File: config.mk
export PLATFORM = sky130hd
export DESIGN_NAME = multicycle_control
export DESIGN_NICKNAME = d
export VERILOG_FILES = /design/src/rtl/multicycle_control_pkg.sv /design/src/rtl/multicycle_control_instr_decode.sv /design/src/rtl/multicycle_control.sv
export SDC_FILE = /design/constraint.sdc
export NUM_CORES = 1
export LEC_CHECK = 0
export ABC_AREA = 1
export BUFFER_PORTS_ARGS = -buffer_cell sky130_fd_sc_hd__buf_4
export CAP_MARGIN = 20
export CORE_MARGIN = 3
export CORE_UTILIZATION = 30
export DETAILED_ROUTE_END_ITERATION = 12
export HOLD_SLACK_MARGIN = 0.03
export SYNTH_ARGS = -nofsm -noshare
export SYNTH_HDL_FRONTEND = slang
export SYNTH_SLANG_ARGS = --single-unit
export TNS_END_PERCENT = 100
File: constraint.sdc
create_clock -name clk -period 3.1 [get_ports clk]
set_clock_uncertainty 0.05 [all_clocks]
set_input_delay 0.465 -clock clk [delete_from_list [all_inputs] [get_ports clk]]
set_output_delay 0.465 -clock clk [all_outputs]
set_load 0.05 [all_outputs]
File: src/rtl/multicycle_control_pkg.sv
// multicycle_control_pkg: ALU encodings, MIPS opcode/funct fields, FSM states and fault codes
package multicycle_control_pkg;

    localparam logic [2:0] OP_ADD = 3'd0;
    localparam logic [2:0] OP_SUB = 3'd1;
    localparam logic [2:0] OP_AND = 3'd2;
    localparam logic [2:0] OP_OR  = 3'd3;
    localparam logic [2:0] OP_NOR = 3'd4;
    localparam logic [2:0] OP_SLT = 3'd5;
    localparam logic [2:0] OP_SLL = 3'd6;
    localparam logic [2:0] OP_SRL = 3'd7;

    localparam logic [5:0] OPC_RTYPE = 6'h00;
    localparam logic [5:0] OPC_J     = 6'h02;
    localparam logic [5:0] OPC_JAL   = 6'h03;
    localparam logic [5:0] OPC_BEQ   = 6'h04;
    localparam logic [5:0] OPC_BNE   = 6'h05;
    localparam logic [5:0] OPC_ADDI  = 6'h08;
    localparam logic [5:0] OPC_ANDI  = 6'h0C;
    localparam logic [5:0] OPC_ORI   = 6'h0D;
    localparam logic [5:0] OPC_LW    = 6'h23;
    localparam logic [5:0] OPC_SW    = 6'h2B;

    localparam logic [5:0] FN_SLL = 6'h00;
    localparam logic [5:0] FN_SRL = 6'h02;
    localparam logic [5:0] FN_JR  = 6'h08;
    localparam logic [5:0] FN_ADD = 6'h20;
    localparam logic [5:0] FN_SUB = 6'h22;
    localparam logic [5:0] FN_AND = 6'h24;
    localparam logic [5:0] FN_OR  = 6'h25;
    localparam logic [5:0] FN_NOR = 6'h27;
    localparam logic [5:0] FN_SLT = 6'h2A;

    localparam logic [1:0] FAULT_NONE    = 2'd0;
    localparam logic [1:0] FAULT_ILLEGAL = 2'd1;
    localparam logic [1:0] FAULT_TIMEOUT = 2'd2;

    typedef enum logic [2:0] {
        S_FETCH, S_DECODE, S_EXECUTE, S_MEM, S_WRITEBACK, S_TRAP
    } state_t;

    typedef enum logic [3:0] {
        C_RALU, C_IALU, C_LW, C_SW, C_BEQ, C_BNE, C_J, C_JAL, C_JR
    } cls_t;

endpackage

File: src/rtl/multicycle_control_instr_decode.sv
// instr_decode: maps IR fields to instruction class, ALU op, ALU B source, destination and illegal flag
module instr_decode
    import multicycle_control_pkg::*;
#(
    parameter int ALU_OP_W   = 3,
    parameter int REG_ADDR_W = 5,
    parameter int LINK_REG   = 31
) (
    input  logic [5:0]            opcode,
    input  logic [5:0]            funct,
    input  logic [4:0]            rt,
    input  logic [4:0]            rd,
    output cls_t                  cls,
    output logic [ALU_OP_W-1:0]   alu_op,
    output logic [1:0]            alu_src_b,
    output logic [REG_ADDR_W-1:0] addr_in,
    output logic                  illegal
);

    logic [2:0] op;

    always_comb begin
        cls = C_RALU;
        op = OP_ADD;
        alu_src_b = 2'd0;
        illegal = 1'b0;
        case (opcode)
            OPC_RTYPE: case (funct)
                FN_ADD: op = OP_ADD;
                FN_SUB: op = OP_SUB;
                FN_AND: op = OP_AND;
                FN_OR:  op = OP_OR;
                FN_NOR: op = OP_NOR;
                FN_SLT: op = OP_SLT;
                FN_SLL: begin op = OP_SLL; alu_src_b = 2'd3; end
                FN_SRL: begin op = OP_SRL; alu_src_b = 2'd3; end
                FN_JR:  cls = C_JR;
                default: illegal = 1'b1;
            endcase
            OPC_ADDI: begin cls = C_IALU; alu_src_b = 2'd1; end
            OPC_ANDI: begin cls = C_IALU; op = OP_AND; alu_src_b = 2'd2; end
            OPC_ORI:  begin cls = C_IALU; op = OP_OR; alu_src_b = 2'd2; end
            OPC_LW:   begin cls = C_LW; alu_src_b = 2'd1; end
            OPC_SW:   begin cls = C_SW; alu_src_b = 2'd1; end
            OPC_BEQ:  begin cls = C_BEQ; op = OP_SUB; end
            OPC_BNE:  begin cls = C_BNE; op = OP_SUB; end
            OPC_J:    cls = C_J;
            OPC_JAL:  cls = C_JAL;
            default:  illegal = 1'b1;
        endcase
    end

    assign alu_op  = ALU_OP_W'(op);
    assign addr_in = cls == C_JAL ? REG_ADDR_W'(LINK_REG) : REG_ADDR_W'(opcode == OPC_RTYPE ? rd : rt);

endmodule

File: src/rtl/multicycle_control.sv
// multicycle_control: FETCH/DECODE/EXECUTE/MEM/WRITEBACK sequencer sharing one memory port,
// with IR latch, memory wait counter and sticky fault reporting.
module multicycle_control
    import multicycle_control_pkg::*;
#(
    parameter int ALU_OP_W    = 3,
    parameter int REG_ADDR_W  = 5,
    parameter int LINK_REG    = 31,
    parameter int MEM_TIMEOUT = 0
) (
    input  logic                  clk,
    input  logic                  rst_n,
    input  logic [31:0]           instr_in,
    input  logic                  mem_ready,
    input  logic                  zero,
    output logic                  mem_req,
    output logic                  mem_we,
    output logic                  mem_addr_sel,
    output logic                  ir_write,
    output logic                  pc_write,
    output logic [1:0]            pc_src,
    output logic                  reg_we,
    output logic [1:0]            wb_sel,
    output logic [1:0]            alu_src_b,
    output logic [ALU_OP_W-1:0]   alu_op,
    output logic [REG_ADDR_W-1:0] addr_a,
    output logic [REG_ADDR_W-1:0] addr_b,
    output logic [REG_ADDR_W-1:0] addr_in,
    output logic [4:0]            shamt,
    output logic [15:0]           imm16,
    output logic [25:0]           addr26,
    output logic                  is_jump,
    output logic                  is_branch,
    output logic                  instr_done,
    output logic [1:0]            fault
);

    localparam int CW = $clog2(MEM_TIMEOUT + 1) + 1;

    state_t                state, state_nx;
    cls_t                  cls;
    logic [31:0]           ir;
    logic [CW-1:0]         wait_cnt;
    logic [1:0]            fault_nx;
    logic [ALU_OP_W-1:0]   dec_alu_op;
    logic [1:0]            dec_src_b;
    logic                  illegal, timeout, taken;

    instr_decode #(
        .ALU_OP_W(ALU_OP_W),
        .REG_ADDR_W(REG_ADDR_W),
        .LINK_REG(LINK_REG)
    ) u_dec (
        .opcode(ir[31:26]),
        .funct(ir[5:0]),
        .rt(ir[20:16]),
        .rd(ir[15:11]),
        .cls(cls),
        .alu_op(dec_alu_op),
        .alu_src_b(dec_src_b),
        .addr_in(addr_in),
        .illegal(illegal)
    );

    assign addr_a    = REG_ADDR_W'(ir[25:21]);
    assign addr_b    = REG_ADDR_W'(ir[20:16]);
    assign shamt     = ir[10:6];
    assign imm16     = ir[15:0];
    assign addr26    = ir[25:0];
    assign is_jump   = cls inside {C_J, C_JAL, C_JR};
    assign is_branch = cls inside {C_BEQ, C_BNE};
    assign taken     = cls == C_BEQ ? zero : !zero;
    // Timeout fires on the last allowed wait cycle so a late mem_ready still wins.
    assign timeout   = MEM_TIMEOUT != 0 && wait_cnt == CW'(MEM_TIMEOUT - 1);

    always_ff @(posedge clk or negedge rst_n) begin
        if (!rst_n) begin
            state <= S_FETCH;
            ir <= '0;
            wait_cnt <= '0;
            fault <= FAULT_NONE;
        end else begin
            state <= state_nx;
            ir <= ir_write ? instr_in : ir;
            wait_cnt <= (mem_req && !mem_ready) ? wait_cnt + CW'(1) : '0;
            fault <= fault_nx;
        end
    end

    always_comb begin
        state_nx = state;
        fault_nx = fault;
        mem_req = 1'b0;
        mem_we = 1'b0;
        mem_addr_sel = 1'b0;
        ir_write = 1'b0;
        pc_write = 1'b0;
        pc_src = 2'd0;
        reg_we = 1'b0;
        wb_sel = 2'd0;
        alu_src_b = 2'd0;
        alu_op = ALU_OP_W'(OP_ADD);
        instr_done = 1'b0;
        case (state)
            S_FETCH: begin
                mem_req = 1'b1;
                if (mem_ready) begin
                    ir_write = 1'b1;
                    pc_write = 1'b1;
                    state_nx = S_DECODE;
                end else if (timeout) begin
                    state_nx = S_TRAP;
                    fault_nx = FAULT_TIMEOUT;
                end
            end
            S_DECODE: begin
                state_nx = illegal ? S_TRAP : S_EXECUTE;
                fault_nx = illegal ? FAULT_ILLEGAL : fault;
            end
            S_EXECUTE: begin
                alu_op = dec_alu_op;
                alu_src_b = dec_src_b;
                case (cls)
                    C_LW, C_SW: state_nx = S_MEM;
                    C_BEQ, C_BNE: begin
                        pc_write = taken;
                        pc_src = taken ? 2'd1 : 2'd0;
                        instr_done = 1'b1;
                        state_nx = S_FETCH;
                    end
                    C_J, C_JAL: begin
                        pc_write = 1'b1;
                        pc_src = 2'd2;
                        reg_we = cls == C_JAL;
                        wb_sel = cls == C_JAL ? 2'd2 : 2'd0;
                        instr_done = 1'b1;
                        state_nx = S_FETCH;
                    end
                    C_JR: begin
                        pc_write = 1'b1;
                        pc_src = 2'd3;
                        instr_done = 1'b1;
                        state_nx = S_FETCH;
                    end
                    default: state_nx = S_WRITEBACK;
                endcase
            end
            S_MEM: begin
                mem_req = 1'b1;
                mem_addr_sel = 1'b1;
                mem_we = cls == C_SW;
                if (mem_ready) begin
                    instr_done = cls == C_SW;
                    state_nx = cls == C_SW ? S_FETCH : S_WRITEBACK;
                end else if (timeout) begin
                    state_nx = S_TRAP;
                    fault_nx = FAULT_TIMEOUT;
                end
            end
            S_WRITEBACK: begin
                reg_we = 1'b1;
                wb_sel = cls == C_LW ? 2'd1 : 2'd0;
                instr_done = 1'b1;
                state_nx = S_FETCH;
            end
            default: ;
        endcase
    end

endmodule

Word-level counts from Yosys, hierarchy flattened
Cells that the tools add are included.
- register bits after elaboration: 36
- input port bits: 36
- output and inout port bits: 82
- word-level logic and storage cells: 93
- eq/ne operators: 30
- multiplexer cells: 38
- reductions and logical operators: 22
- operators by type and width (cell ; count):
    $eq 6x6->1 const B ; 8
    $pmux 4 s8 ; 1
    $eq 6x4->1 const B ; 4
    $pmux 3 s7 ; 1
    $eq 6x2->1 const B ; 3
    $reduce_or 9->1 ; 2
    $eq 4x3->1 const B ; 4
    $mux 3 ; 5
    $pmux 3 s5 ; 1
    $reduce_or 2->1 ; 7
    $eq 6x3->1 const B ; 2
    $logic_not 6->1 ; 2
    $mux 1 ; 12
    $pmux 2 s3 ; 2
    $pmux 3 s4 ; 1
    $mux 2 ; 5
    $mux 5 ; 2
    $reduce_or 3->1 ; 3
    $eq 4x2->1 const B ; 2
    $pmux 1 s2 ; 4
    $eq 3x2->1 const B ; 2
    $pmux 3 s2 ; 1
    $reduce_bool 5->1 ; 1
    $reduce_or 5->1 ; 1
    other kinds (13) ; 14

Depth between registers and ports, before layout
- depth after elaboration: 8
- mapped depth: 12
- depth with buffers taken out: 12

Cells and area by module
A second synthesis with hierarchy kept.
- cell total of the unflattened synthesis: 375
- area, all modules: 2595.0 sq um
- by module, submodules not included (module ; instances ; cells an instance ; area each (sq um)):
    multicycle_control ; 1 ; 285 ; 2155.8
    instr_decode ; 1 ; 90 ; 439.2

Least setup slack after synthesis
OpenSTA, ideal clock, no wires.
- path type: register to output
- start point: reg ir[30]
- end point: out instr_done
- data arrival time: 2226 ps
- data required time: 2585 ps
- slack: 359 ps
- cell stages (with the launch flop): 6
- path through: dfrtp_1 > nor2_1 > nand3_1 > nor3_1 > nand2_1 > nand3_2
- longest elaborated chain between the ends: 7
- elaborated cells on any way between the ends: 22
- classes of those cells: eq/ne: 15; mux: 4; reduce/logical: 3
- RTL lines (what ; RTL line ; RTL):
    from (decl) ; multicycle_control.sv:42 ; logic [31:0] ir;
    from (signal assigned) ; multicycle_control.sv:84 ; ir <= ir_write ? instr_in : ir;
    $eq 6x4->1 ; multicycle_control_instr_decode.sv:27 ; case (opcode)
    $reduce_or 3->1 (no source line) ; n/a ;
    $pmux 4 s8 (*) ; multicycle_control_instr_decode.sv:27 ;
    $eq 4x3->1 / $eq 4x4->1 (equally long branches) ; multicycle_control.sv:123 ; case (cls)
    $reduce_or 5->1 (no source line) ; n/a ;
    $mux 1 ; multicycle_control.sv:123 ;
    $pmux 1 s3 (*) ; multicycle_control.sv:104 ; case (state)
    to (decl) ; multicycle_control.sv:34 ; output logic instr_done,
Every way passes the cells marked *; elsewhere a longest branch is shown, timed or not.

Final worst setup path
- start point: reg ir[30]
- end point: out pc_write
- longest elaborated chain between the ends: 7
- elaborated cells on any way between the ends: 22
- classes of those cells: eq/ne: 14; mux: 4; reduce/logical: 4
- RTL lines (what ; RTL line ; RTL):
    $eq 6x4->1 ; multicycle_control_instr_decode.sv:27 ;
    $reduce_or 3->1 (no source line) ; n/a ;
    $pmux 4 s8 (*) ; multicycle_control_instr_decode.sv:27 ;
    $eq 4x3->1 (tied with other cells) ; multicycle_control.sv:123 ;
    $reduce_or 3->1 (no source line) (tied with other cells) ; n/a ;
    $pmux 1 s2 (*) ; multicycle_control.sv:123 ;
    $pmux 1 s2 (*) ; multicycle_control.sv:104 ;
    to (decl) ; multicycle_control.sv:20 ; output logic pc_write,
Marked as above.

==> results.md <==
* Hpwl dp at 4800 um
* Synth area leaders: dfrtp_1, buf_4, nand2_1, mux2_2, nor2_1
* Peak Freq at 0.411 GHz
* Yosys warns at 0
* Mapped Cells at 304
* Max Slew Vio Count at 0
* Clk_lat worst skew at between 0.2 and 0.3 ns
* Initial antenna violation count at 0
* Crit path DAT at 1.92 ns
* Type of the worst min-delay path: in2async
* Core outline area at roughly 0.0078 mm^2
* Post-synthesis adder-cell area fraction at 0%
* Layout cells sized above 1 at between 40 and 50%
* Iteration-0 DRC count of the detailed router at a little over 70
* Routed Antenna Nets at 0
* Syn Area/Cell at between 8 and 9 um^2
* Die area at around 0.0093 mm^2
* Gr ovfl total at 0
* Largest net degree at the start of global routing at 37
* Simple-Gate Fraction of Synth Area at between 20% and 30%
* Placed Area at roughly 0.003 mm^2
* Final Hold Fails at 0
* Status: finished, final reports clean
* Clock root buffer: clkbuf_8
* H-tree Lvls at 2
* PD cells at 421 mW/mm^2
* Clk slew on worst S/H paths at roughly 0.07 ns
* Finish-stage setup viols at 0
* Placer Congestion at approximately 0.83
* Post-synthesis compound-gate area fraction at roughly 8.2%
* Number of global-route vias before repair at around 2,000
* Final instance area at about 0.0031 mm^2
* Mux share of post-synthesis cell area at under 10%
* Crit Path Class: reg2out
* Post-CTS sizing at 0
* Synth area leader: dfrtp_1
* Largest family of logic cells by synthesized area: buffers and inverters
* Hold_buf cts at 0
* Layout Nets at around 400
* Diode count at 0
* RSZ-0062 raised after global routing: false
* Post-DR wirelength/cell at ~13 um
* #FFs+latches synth at 36
* Most frequent cells after synthesis: buf_4, nand2_1, dfrtp_1, nor2_1, inv_1
* Detailed Route WL at 5940 um
* Setup crit end kind: output pin
* Area Growth Syn to Fin at 27.3%
* Max Buffers Root-to-Sink at 2
* Die extent in x at slightly below 100 um
* First-pass GRT wire length at slightly above 9000 um
* CTS tree: yes
* Fin crit period at 2.43 ns
* Crit path max fanout at 16
* DRC at 0
* Rows at 32
* Worst vdd ir at 0.000213 V
* Netlist cell types at 30
* MaxCap Viol Count at 0
* Fillers at roughly 800
* CTS Buf Count at 5
* Gr usage total at 12.9%
* Leak pwr at 0.00168 uW
* Main flop type after synthesis: dfrtp_1
* Post-Synth XOR/XNOR Area at less than 1%
* Clock net sink count at 36
* Vias per inst at roughly 4.3
* Setup bufs post-CTS at 0
* EDFF count, synth at 0
* Setup TNS at 0 ns
* Mapped Area at 0.00245 mm^2
* Vias at 2,014
* Port bufs at 116
* Synth async-reset ratio at between 90% and 100%
* Syn Nets at 340
* Ports at ~120
* CP required at between 2 and 3 ns
* Initial Util at 31.2%
* Sequential area share after synthesis at a little under two fifths
* Yosys top cell area share at between 30 and 40%
* Die Y at ~96 um
* Crit path launch type: register
* Most common cell in the netlist: buf_4
* DR pass1 iterations at 4
* Final period utilization at between 70% and 80%
## flip-flops by register name, summed over array words and instances (netlist names)
register	flops
state	3
ir	32
fault	1
## final timing paths
path / cells after the start / slack, ns / end / from
max reg2reg: 5 / 1.21 / ir[8]$_DFFE_PN0P_ / state[2]$_DFFE_PN0P_
min: 1 / 0.08 / ir[7]$_DFFE_PN0P_ / rst_n
min reg2reg: 2 / 0.42 / fault[0]$_DFFE_PN0P_ / fault[0]$_DFFE_PN0P_
max: 10 / 0.67 / pc_write / ir[30]$_DFFE_PN0P_
min in group clk: 3 / 0.33 / ir[14]$_DFFE_PN0P_ / instr_in[14]
max in group asynchronous: 1 / 2.58 / ir[1]$_DFFE_PN0P_ / rst_n
## worst max-delay path: stages (launching register included)
cell     delay, ns
dfrtp_1       0.40
inv_2         0.08
nand2_4       0.07
nor2_4        0.16
nand2_4       0.13
or2_4         0.27
inv_2         0.05
or2_4         0.13
o21ai_2       0.06
o21ai_2       0.07
buf_4         0.20
## report_power, final
part	total [uW]	internal (uW)	switching [uW]
logic	344	108	237
registers	520	494	26.0
clock network	450	284	166
## cell families after synthesis
group,Yosys count
buf+inv,100
flops,36
simple gates,118
mux,15
xor+xnor,1
other cells,1
compound gates,33
## stage by stage
step | instances | utilization, % | hold slack [ns] | power, uW | setup slack [ns]
after floorplan | 304 | - | 0.119 | 805 | 0.359
after global placement | 460 | 38.1 | 0.405 | 873 | 1.01
after detailed placement | 460 | 38.1 | 0.401 | 876 | 0.966
after CTS | 468 | 39.7 | 0.0947 | 1330 | 0.643
after global routing | 468 | 39.7 | 0.117 | 1380 | 0.537
final | 468 | 39.7 | 0.0756 | 1310 | 0.667
## layout make-up
class / count / area (um^2) / share of cell area, %
repair buffers: 118 / 886 / 28.4
clock buffers: 7 / 96.3 / 3.09
flip-flops and latches: 36 / 901 / 28.9
well taps: 102 / 128 / 4.09
inverters: 36 / 135 / 4.33
multi-input cells: 168 / 943 / 30.2
clock inverters: 1 / 30.0 / 0.963
## layout by cell type, fill, tap and decap left out, types with 2 or more instances in the layout
| master | count |
|---|---|
| nor2_1 | 30 |
| a21oi_1 | 3 |
| dfrtp_1 | 36 |
| inv_2 | 7 |
| nor2_2 | 2 |
| o211ai_1 | 6 |
| o21ai_0 | 19 |
| o21ai_2 | 3 |
| nor2_4 | 2 |
| or2_4 | 2 |
| buf_4 | 118 |
| clkbuf_8 | 7 |
| nand2_1 | 55 |
| nand2_4 | 2 |
| nor3_1 | 2 |
| nand3_1 | 10 |
| nand4_1 | 3 |
| mux2_2 | 15 |
| nand2_2 | 5 |
| inv_1 | 29 |
| nor3_4 | 2 |
## layer usage
metal  global-route usage (%)  vias up  share of wire (%)  routed length [um]
met5                        0        -                  0                   0
met4                     4.21        0                1.0                  61
met3                     2.48        6                5.2                 308
met2                     23.3       54                 50                2990
met1                     15.2      927                 43                2580
li1                         -     1027                  -                   -
No activity file was read; power rests on OpenSTA's default activity.
